**src/rtl/iagc_pkg.sv**
```systemverilog
// Shared state codes, opcodes and helpers for the IAGC control FSM.
package iagc_pkg;

  localparam int unsigned STATUS_W = 4;

  typedef enum logic [STATUS_W-1:0] {
    ST_RESET     = 4'd0,
    ST_INIT      = 4'd1,
    ST_IDLE      = 4'd2,
    ST_SAMPLE    = 4'd3,
    ST_CMD_PARSE = 4'd4,
    ST_CMD_READ  = 4'd5,
    ST_CMD_ERROR = 4'd6,
    ST_DUMP_REF  = 4'd7,
    ST_DUMP_ERR  = 4'd8,
    ST_CLEAN_MEM = 4'd9,
    ST_SET_MEM   = 4'd10,
    ST_SET_DEC   = 4'd11,
    ST_HALT      = 4'd12,
    ST_TIMEOUT   = 4'd13
  } state_e;

  localparam int unsigned OP_EMPTY     = 0;
  localparam int unsigned OP_RESET     = 1;
  localparam int unsigned OP_SAMPLE    = 2;
  localparam int unsigned OP_SET_DEC   = 3;
  localparam int unsigned OP_CLEAN_MEM = 4;
  localparam int unsigned OP_DUMP_REF  = 5;
  localparam int unsigned OP_DUMP_ERR  = 6;
  localparam int unsigned OP_SET_MEM   = 7;
  localparam int unsigned OP_HALT      = 8;

  // States that run a datapath and are guarded by the watchdog.
  function automatic logic is_long(input state_e s);
    return (s == ST_SAMPLE) || (s == ST_DUMP_REF) ||
           (s == ST_DUMP_ERR) || (s == ST_CLEAN_MEM);
  endfunction

endpackage

```
**src/rtl/iagc_watchdog.sv**
```systemverilog
// Cycle counter for long operations: clears, counts while enabled, flags the last allowed cycle.
module iagc_watchdog #(
  parameter int unsigned WIDTH = 16,
  parameter int unsigned LIMIT = 50000
) (
  input  logic i_clock,
  input  logic i_reset,
  input  logic i_clear,
  input  logic i_enable,
  output logic o_expire_c
);

  logic [WIDTH-1:0] r_count;

  // Count cycles spent in the guarded operation.
  always_ff @(posedge i_clock or posedge i_reset) begin
    if (i_reset) begin
      r_count <= '0;
    end else if (i_clear) begin
      r_count <= '0;
    end else if (i_enable) begin
      r_count <= r_count + WIDTH'(1);
    end
  end

  assign o_expire_c = i_enable && (r_count == WIDTH'(LIMIT - 1));

endmodule

```
**src/rtl/iagc_ctrl_fsm.sv**
```systemverilog
// Top-level IAGC control FSM: init, sampling, host command decode/validation, watchdog.
module iagc_ctrl_fsm
  import iagc_pkg::*;
#(
  parameter int unsigned STATUS_SIZE    = 4,
  parameter int unsigned CMD_PARAM_SIZE = 4,
  parameter int unsigned ADDR_SIZE      = 12,
  parameter int unsigned DECIMATOR_SIZE = 4,
  parameter int unsigned DEF_DECIMATOR  = 4,
  parameter int unsigned NUM_CH         = 2,
  parameter int unsigned CH_SEL_SIZE    = 1,
  parameter int unsigned TIMEOUT_SIZE   = 16,
  parameter int unsigned TIMEOUT_CYCLES = 50000
) (
  input  logic                      i_clock,
  input  logic                      i_reset,
  input  logic                      i_adc_init_done,
  input  logic                      i_dac_init_done,
  input  logic                      i_sample,
  input  logic                      i_cmd_valid,
  input  logic [CMD_PARAM_SIZE-1:0] i_cmd_operation,
  input  logic [CMD_PARAM_SIZE-1:0] i_cmd_parameter,
  input  logic [CH_SEL_SIZE-1:0]    i_cmd_channel,
  input  logic                      i_sample_end,
  input  logic                      i_dump_end,
  input  logic                      i_clean_end,
  output logic [ADDR_SIZE:0]        o_memory_size,
  output logic [DECIMATOR_SIZE-1:0] o_decimator,
  output logic [CH_SEL_SIZE-1:0]    o_channel,
  output logic [STATUS_SIZE-1:0]    o_status,
  output logic                      o_cmd_ack,
  output logic                      o_cmd_err,
  output logic                      o_timeout,
  output logic                      o_busy
);

  localparam int unsigned MEM_W = ADDR_SIZE + 1;

  state_e                      r_state;
  state_e                      w_next_state;
  logic [CMD_PARAM_SIZE-1:0]   r_cmd_op;
  logic [CMD_PARAM_SIZE-1:0]   r_cmd_param;
  logic [CH_SEL_SIZE-1:0]      r_cmd_ch;
  logic [MEM_W-1:0]            r_mem_size;
  logic [DECIMATOR_SIZE-1:0]   r_decimator;
  logic [CH_SEL_SIZE-1:0]      r_channel;
  logic                        r_ack;
  logic                        r_err;
  logic                        r_busy;
  logic                        r_timeout;

  logic w_latch_cmd;
  logic w_ack;
  logic w_err;
  logic w_busy;
  logic w_ld_channel;
  logic w_set_mem;
  logic w_set_dec;
  logic w_soft_rst;
  logic w_ch_ok;
  logic w_wd_active;
  logic w_wd_expire;

  assign w_ch_ok     = 32'(r_cmd_ch) < NUM_CH;
  assign w_wd_active = is_long(r_state);

  iagc_watchdog #(
    .WIDTH (TIMEOUT_SIZE),
    .LIMIT (TIMEOUT_CYCLES)
  ) u_watchdog (
    .i_clock    (i_clock),
    .i_reset    (i_reset),
    .i_clear    (!w_wd_active),
    .i_enable   (w_wd_active),
    .o_expire_c (w_wd_expire)
  );

  // State register.
  always_ff @(posedge i_clock or posedge i_reset) begin
    if (i_reset) begin
      r_state <= ST_RESET;
    end else begin
      r_state <= w_next_state;
    end
  end

  // Next-state logic and per-transition strobes.
  always_comb begin
    w_next_state = r_state;
    w_latch_cmd  = 1'b0;
    w_ack        = 1'b0;
    w_ld_channel = 1'b0;
    w_set_mem    = 1'b0;
    w_set_dec    = 1'b0;
    w_soft_rst   = 1'b0;
    case (r_state)
      ST_RESET: w_next_state = ST_INIT;
      ST_INIT: begin
        if (i_adc_init_done && i_dac_init_done) w_next_state = ST_IDLE;
      end
      ST_IDLE: begin
        // Fields are captured together with the valid strobe so single-cycle commands work.
        if (i_cmd_valid) begin
          w_next_state = ST_CMD_PARSE;
          w_latch_cmd  = 1'b1;
        end else if (i_sample) begin
          w_next_state = ST_SAMPLE;
        end
      end
      ST_CMD_PARSE: w_next_state = ST_CMD_READ;
      ST_CMD_READ: begin
        case (32'(r_cmd_op))
          OP_EMPTY:     w_next_state = ST_IDLE;
          OP_RESET: begin
            w_next_state = ST_RESET;
            w_soft_rst   = 1'b1;
          end
          OP_SAMPLE:    w_next_state = w_ch_ok ? ST_SAMPLE    : ST_CMD_ERROR;
          OP_SET_DEC:   w_next_state = (r_cmd_param != '0) ? ST_SET_DEC : ST_CMD_ERROR;
          OP_CLEAN_MEM: w_next_state = w_ch_ok ? ST_CLEAN_MEM : ST_CMD_ERROR;
          OP_DUMP_REF:  w_next_state = w_ch_ok ? ST_DUMP_REF  : ST_CMD_ERROR;
          OP_DUMP_ERR:  w_next_state = w_ch_ok ? ST_DUMP_ERR  : ST_CMD_ERROR;
          OP_SET_MEM:   w_next_state = (32'(r_cmd_param) > ADDR_SIZE) ? ST_CMD_ERROR : ST_SET_MEM;
          OP_HALT:      w_next_state = ST_HALT;
          default:      w_next_state = ST_CMD_ERROR;
        endcase
        w_ack        = (w_next_state != ST_IDLE) && (w_next_state != ST_CMD_ERROR);
        w_ld_channel = is_long(w_next_state);
      end
      ST_CMD_ERROR: w_next_state = ST_IDLE;
      ST_SAMPLE: begin
        if (i_sample_end)     w_next_state = ST_IDLE;
        else if (w_wd_expire) w_next_state = ST_TIMEOUT;
      end
      ST_DUMP_REF, ST_DUMP_ERR: begin
        if (i_dump_end)       w_next_state = ST_IDLE;
        else if (w_wd_expire) w_next_state = ST_TIMEOUT;
      end
      ST_CLEAN_MEM: begin
        if (i_clean_end)      w_next_state = ST_IDLE;
        else if (w_wd_expire) w_next_state = ST_TIMEOUT;
      end
      ST_SET_MEM: begin
        w_next_state = ST_IDLE;
        w_set_mem    = 1'b1;
      end
      ST_SET_DEC: begin
        w_next_state = ST_IDLE;
        w_set_dec    = 1'b1;
      end
      ST_HALT:    w_next_state = ST_HALT;
      ST_TIMEOUT: w_next_state = ST_IDLE;
      default:    w_next_state = ST_RESET;
    endcase
  end

  assign w_err  = (w_next_state == ST_CMD_ERROR);
  assign w_busy = is_long(w_next_state);

  // Latched command fields.
  always_ff @(posedge i_clock or posedge i_reset) begin
    if (i_reset) begin
      r_cmd_op    <= '0;
      r_cmd_param <= '0;
      r_cmd_ch    <= '0;
    end else if (w_latch_cmd) begin
      r_cmd_op    <= i_cmd_operation;
      r_cmd_param <= i_cmd_parameter;
      r_cmd_ch    <= i_cmd_channel;
    end
  end

  // Configuration registers; soft reset restores defaults.
  always_ff @(posedge i_clock or posedge i_reset) begin
    if (i_reset) begin
      r_mem_size  <= MEM_W'(1) << ADDR_SIZE;
      r_decimator <= DECIMATOR_SIZE'(DEF_DECIMATOR);
      r_channel   <= '0;
    end else begin
      if (w_soft_rst) begin
        r_mem_size  <= MEM_W'(1) << ADDR_SIZE;
        r_decimator <= DECIMATOR_SIZE'(DEF_DECIMATOR);
      end else begin
        if (w_set_mem) r_mem_size  <= MEM_W'(1) << r_cmd_param;
        if (w_set_dec) r_decimator <= DECIMATOR_SIZE'(r_cmd_param);
      end
      if (w_ld_channel) r_channel <= r_cmd_ch;
    end
  end

  // Handshake pulses, busy and sticky timeout flag, aligned with the state they describe.
  always_ff @(posedge i_clock or posedge i_reset) begin
    if (i_reset) begin
      r_ack     <= 1'b0;
      r_err     <= 1'b0;
      r_busy    <= 1'b0;
      r_timeout <= 1'b0;
    end else begin
      r_ack  <= w_ack;
      r_err  <= w_err;
      r_busy <= w_busy;
      if (w_ack) begin
        r_timeout <= 1'b0;
      end else if (w_next_state == ST_TIMEOUT) begin
        r_timeout <= 1'b1;
      end
    end
  end

  assign o_memory_size = r_mem_size;
  assign o_decimator   = r_decimator;
  assign o_channel     = r_channel;
  assign o_status      = STATUS_SIZE'(r_state);
  assign o_cmd_ack     = r_ack;
  assign o_cmd_err     = r_err;
  assign o_timeout     = r_timeout;
  assign o_busy        = r_busy;

endmodule

```
**config.mk**
```make
export PLATFORM = sky130hd
export DESIGN_NAME = iagc_ctrl_fsm
export DESIGN_NICKNAME = d
export VERILOG_FILES = /design/src/rtl/iagc_pkg.sv /design/src/rtl/iagc_watchdog.sv /design/src/rtl/iagc_ctrl_fsm.sv
export SDC_FILE = /design/constraint.sdc
export NUM_CORES = 1
export LEC_CHECK = 0
export CAP_MARGIN = 25
export CORE_ASPECT_RATIO = 1.75
export CORE_MARGIN = 5
export CORE_UTILIZATION = 40
export CTS_CLUSTER_DIAMETER = 60
export DETAILED_ROUTE_END_ITERATION = 10
export GPL_ROUTABILITY_DRIVEN = 0
export HOLD_SLACK_MARGIN = 0.03
export PLACE_DENSITY = 0.6
export SLEW_MARGIN = 30
export SYNTH_ARGS = -nofsm -noshare
export SYNTH_HDL_FRONTEND = slang
export SYNTH_HIERARCHICAL = 1
export SYNTH_SLANG_ARGS = --single-unit
```
**constraint.sdc**
```tcl
create_clock -name i_clock -period 2.49 [get_ports i_clock]
set_clock_uncertainty 0.2 [all_clocks]
set_input_delay 0.249 -clock i_clock [delete_from_list [all_inputs] [get_ports i_clock]]
set_output_delay 0.249 -clock i_clock [all_outputs]
set_load 0.03 [all_outputs]
```
==> impl_results.md <==
* Sequential fraction of the synthesis area at a little under half
* Number of global-route vias before repair at about 2.4k
* Outcome: finished, final reports clean
* Primary FF master, synth: dfrtp_1
* Reg2reg setup slack at approximately 160 ps
* # IOs at between 40 and 50
* Rel. slew slack at 58.5%
* H-tree levels at 2
* R2R Path End: o_channel
* Crit-path max FO at 11
* Port buffer count at between 40 and 50
* DR iter-0 viols at 70
* Post-Syn Instances at between 200 and 300
* Dpl hpwl at around 5400 µm
* Layout cells sized above 1 at between 10% and 20%
* Max_cap viols at 0
* DIE HEIGHT at 121 µm
* Post-synth EDFFs at 0
* Most frequent cells in the layout: 49 x dfrtp_1, 43 x clkdlybuf4s50_1, 29 x nor2_1
* Initial antenna violation count at 0
* Nets@finish at 360
* Drt wl/cell at between 15 and 20 µm
* Syn nets at about 310
* Largest net degree at the start of global routing at 36
* Place WS at 124 ps
* Finish-stage setup viols at 0
* Critical-path top delay cell: dfrtp_1
* Startpoint Class: flop
* CTS tree: built
* Core Rows at 40
* Skew-Pair Late Insertion Delay at a little under 300 ps
* Worst slew pin tran at around 620 ps
* Clock sink count at a little over 50
* DRT Pass-1 Iters at 4
* Final hold viol count at 0
* Synthesized cell area at 0.00280 mm²
* Tot GR Track Use at about 16%
* Die area at roughly 0.0088 mm²
* IR drop worst, VDD at between 0.5 and 0.6 mV
* Vias/cell at between 5 and 6
* Final worst slack at around 160 ps
* First-pass GRT wire length at between 10000 and 15000 µm
* Tcrit/Tclk final at about 94%
* Commonest non-fill, non-tap cell in the layout: dfrtp_1
* Peak Freq at between 400 and 500 MHz
* Final worst path period need at roughly 2300 ps
* Critical path's largest stage delay at ~440 ps
* Remaining global-route overflow at 0
* Hold WC Path Type: input port to asynchronous set/reset pin
* CP Capture Type: flop
* Synth warn at 6
* Die width at 73.2 µm
* CP Data Required Time at about 2500 ps
* Distinct cell type count after synthesis at between 60 and 70
* ANT nets after route at 0
* Avg Cell Area, Syn at about 9.5 µm²
* Clk pin slew, worst setup/hold paths at 70 ps
* Final wirelength at 6880 µm
* Worst-path cell chain: buf_4, and4bb_1, and2_1, nand3b_2, o31ai_2, mux2_4
* Critical R2R Launch: o_status[1]
* Final Max Tran Viols at 0
* FF+latch count, synth at a little over 50
* Total Power at 3.86 mW
* Layout overhead on the synthesized area at 27.1%
* Clk root buf: clkbuf_16
* Crit path DAT at ~2300 ps
* CP Class: flop to flop
* Total CTS buffers at 5
* Asr flop ratio synth at between 90% and 100%
* Setup TNS at 0 ps
* RSZ-0062 raised after global routing: no
* Worst Setup EP: o_channel
* CP startpoint: o_status[1]
* DRC viols at 0
* Pwr/cell area at ~1100 mW/mm²
* Core Region at ~0.0069 mm²
* # diodes at 0
* Initial Util at roughly two fifths
* Clk buf depth at 2
* DR vias at about 2.3k
* Leak at 1.51 nW
* Worst reg2reg path depth at 6
* Hold Buf Count CTS at 0
-- routing by layer --
metal  GRT usage, %  up-vias  wire (µm)
met3           2.58       15        229
met2           32.0       51       4070
met4           7.62        0        205
li1               -     1133          -
met1           15.6     1114       2380
met5              0        -          0
-- synth_stat cells, types with 2 or more instances --
master     instances  area [µm²]
dfrtp_1           49        1230
nor2_1            30         113
nand2_1           27         101
a21oi_1           21         105
nand3_1           16        80.1
nor2b_1           12        75.1
o21ai_0           10        50.1
clkbuf_1           9        33.8
inv_1              9        33.8
mux2_2             9         101
nand4_1            9        56.3
xor2_1             9        78.8
buf_2              6        30.0
and3_1             5        31.3
mux2i_1            5        50.1
a211o_1            3        26.3
nand2b_1           3        18.8
nor4b_1            3        26.3
or3_1              3        18.8
xnor2_1            3        26.3
a22oi_1            2        15.0
and2_1             2        12.5
buf_4              2        15.0
dfstp_2            2        52.6
mux2_1             2        22.5
nor3_1             2        10.0
nor3b_1            2        15.0
o2111a_1           2        22.5
o2111ai_1          2        17.5
o211ai_1           2        15.0
o22ai_1            2        12.5
o2bb2ai_1          2        17.5
-- worst max-delay path: cells and delay by family, from the launching register on --
kind	cells	cell delay (ps)
simple gates	3	740
flops	1	440
compound gates	1	320
mux	1	320
buf+inv	1	200
-- worst min-delay path by stage --
stage | startpoint | to | slack (ps)
2_1_floorplan | i_reset | u_watchdog/r_count[0] | -40
3_3_place_gp | o_memory_size[12] | o_memory_size[12] | 280
3_5_place_dp | o_memory_size[12] | o_memory_size[12] | 280
4_1_cts | i_reset | u_watchdog/r_count[8] | 180
5_1_grt | i_reset | u_watchdog/r_count[8] | 220
6_report | i_reset | u_watchdog/r_count[8] | 160
-- report_power, final --
| group | leakage, nW | internal (mW) | switching (mW) |
|---|---|---|---|
| Combinational | 0.747 | 0.730 | 1.01 |
| Clock | 0.0900 | 0.576 | 0.309 |
| Sequential | 0.677 | 1.04 | 0.196 |
| Total | 1.51 | 2.34 | 1.52 |
-- per-stage QoR --
step | utilization, % | instances | area [µm²] | hold WS [ps]
after detailed placement | 48.9 | 418 | 3360 | 278
after global routing | 51.9 | 426 | 3560 | 215
after CTS | 51.8 | 426 | 3550 | 183
after floorplan | - | 294 | 2800 | -37.3
final | 51.9 | 426 | 3560 | 158
after global placement | 48.9 | 418 | 3360 | 277
-- state kept, by name, summed over array words and instances (netlist names) --
register / count
u_watchdog/r_count: 16
o_channel: 1
o_memory_size: 13
o_timeout: 1
r_cmd_ch: 1
o_status: 4
o_cmd_err: 1
o_cmd_ack: 1
r_cmd_param: 4
o_decimator: 4
o_busy: 1
r_cmd_op: 4
-- cells by family after synthesis --
| family | after synthesis | share of synthesized area (%) |
|---|---|---|
| buf+inv | 29 | 4.74 |
| compound gates | 57 | 13.8 |
| mux | 17 | 6.75 |
| simple gates | 127 | 24.8 |
| xor+xnor | 12 | 3.76 |
| flops | 51 | 45.7 |
| fa+ha+maj | 1 | 0.447 |
-- final cells by class --
cell class	instances	area, µm²
flip-flops and latches	51	1280
well taps	84	105
fillers	652	3300
clock inverters	3	67.6
repair buffers	58	543
multi-input cells	214	1400
inverters	11	42.5
clock buffers	5	125
-- timing repair --
action                     in CTS  in global routing
resized for setup               0                  2
buffers inserted                0                  0
setup endpoints to repair       0                  3
Note: power is estimated with default switching activity, not from simulation.
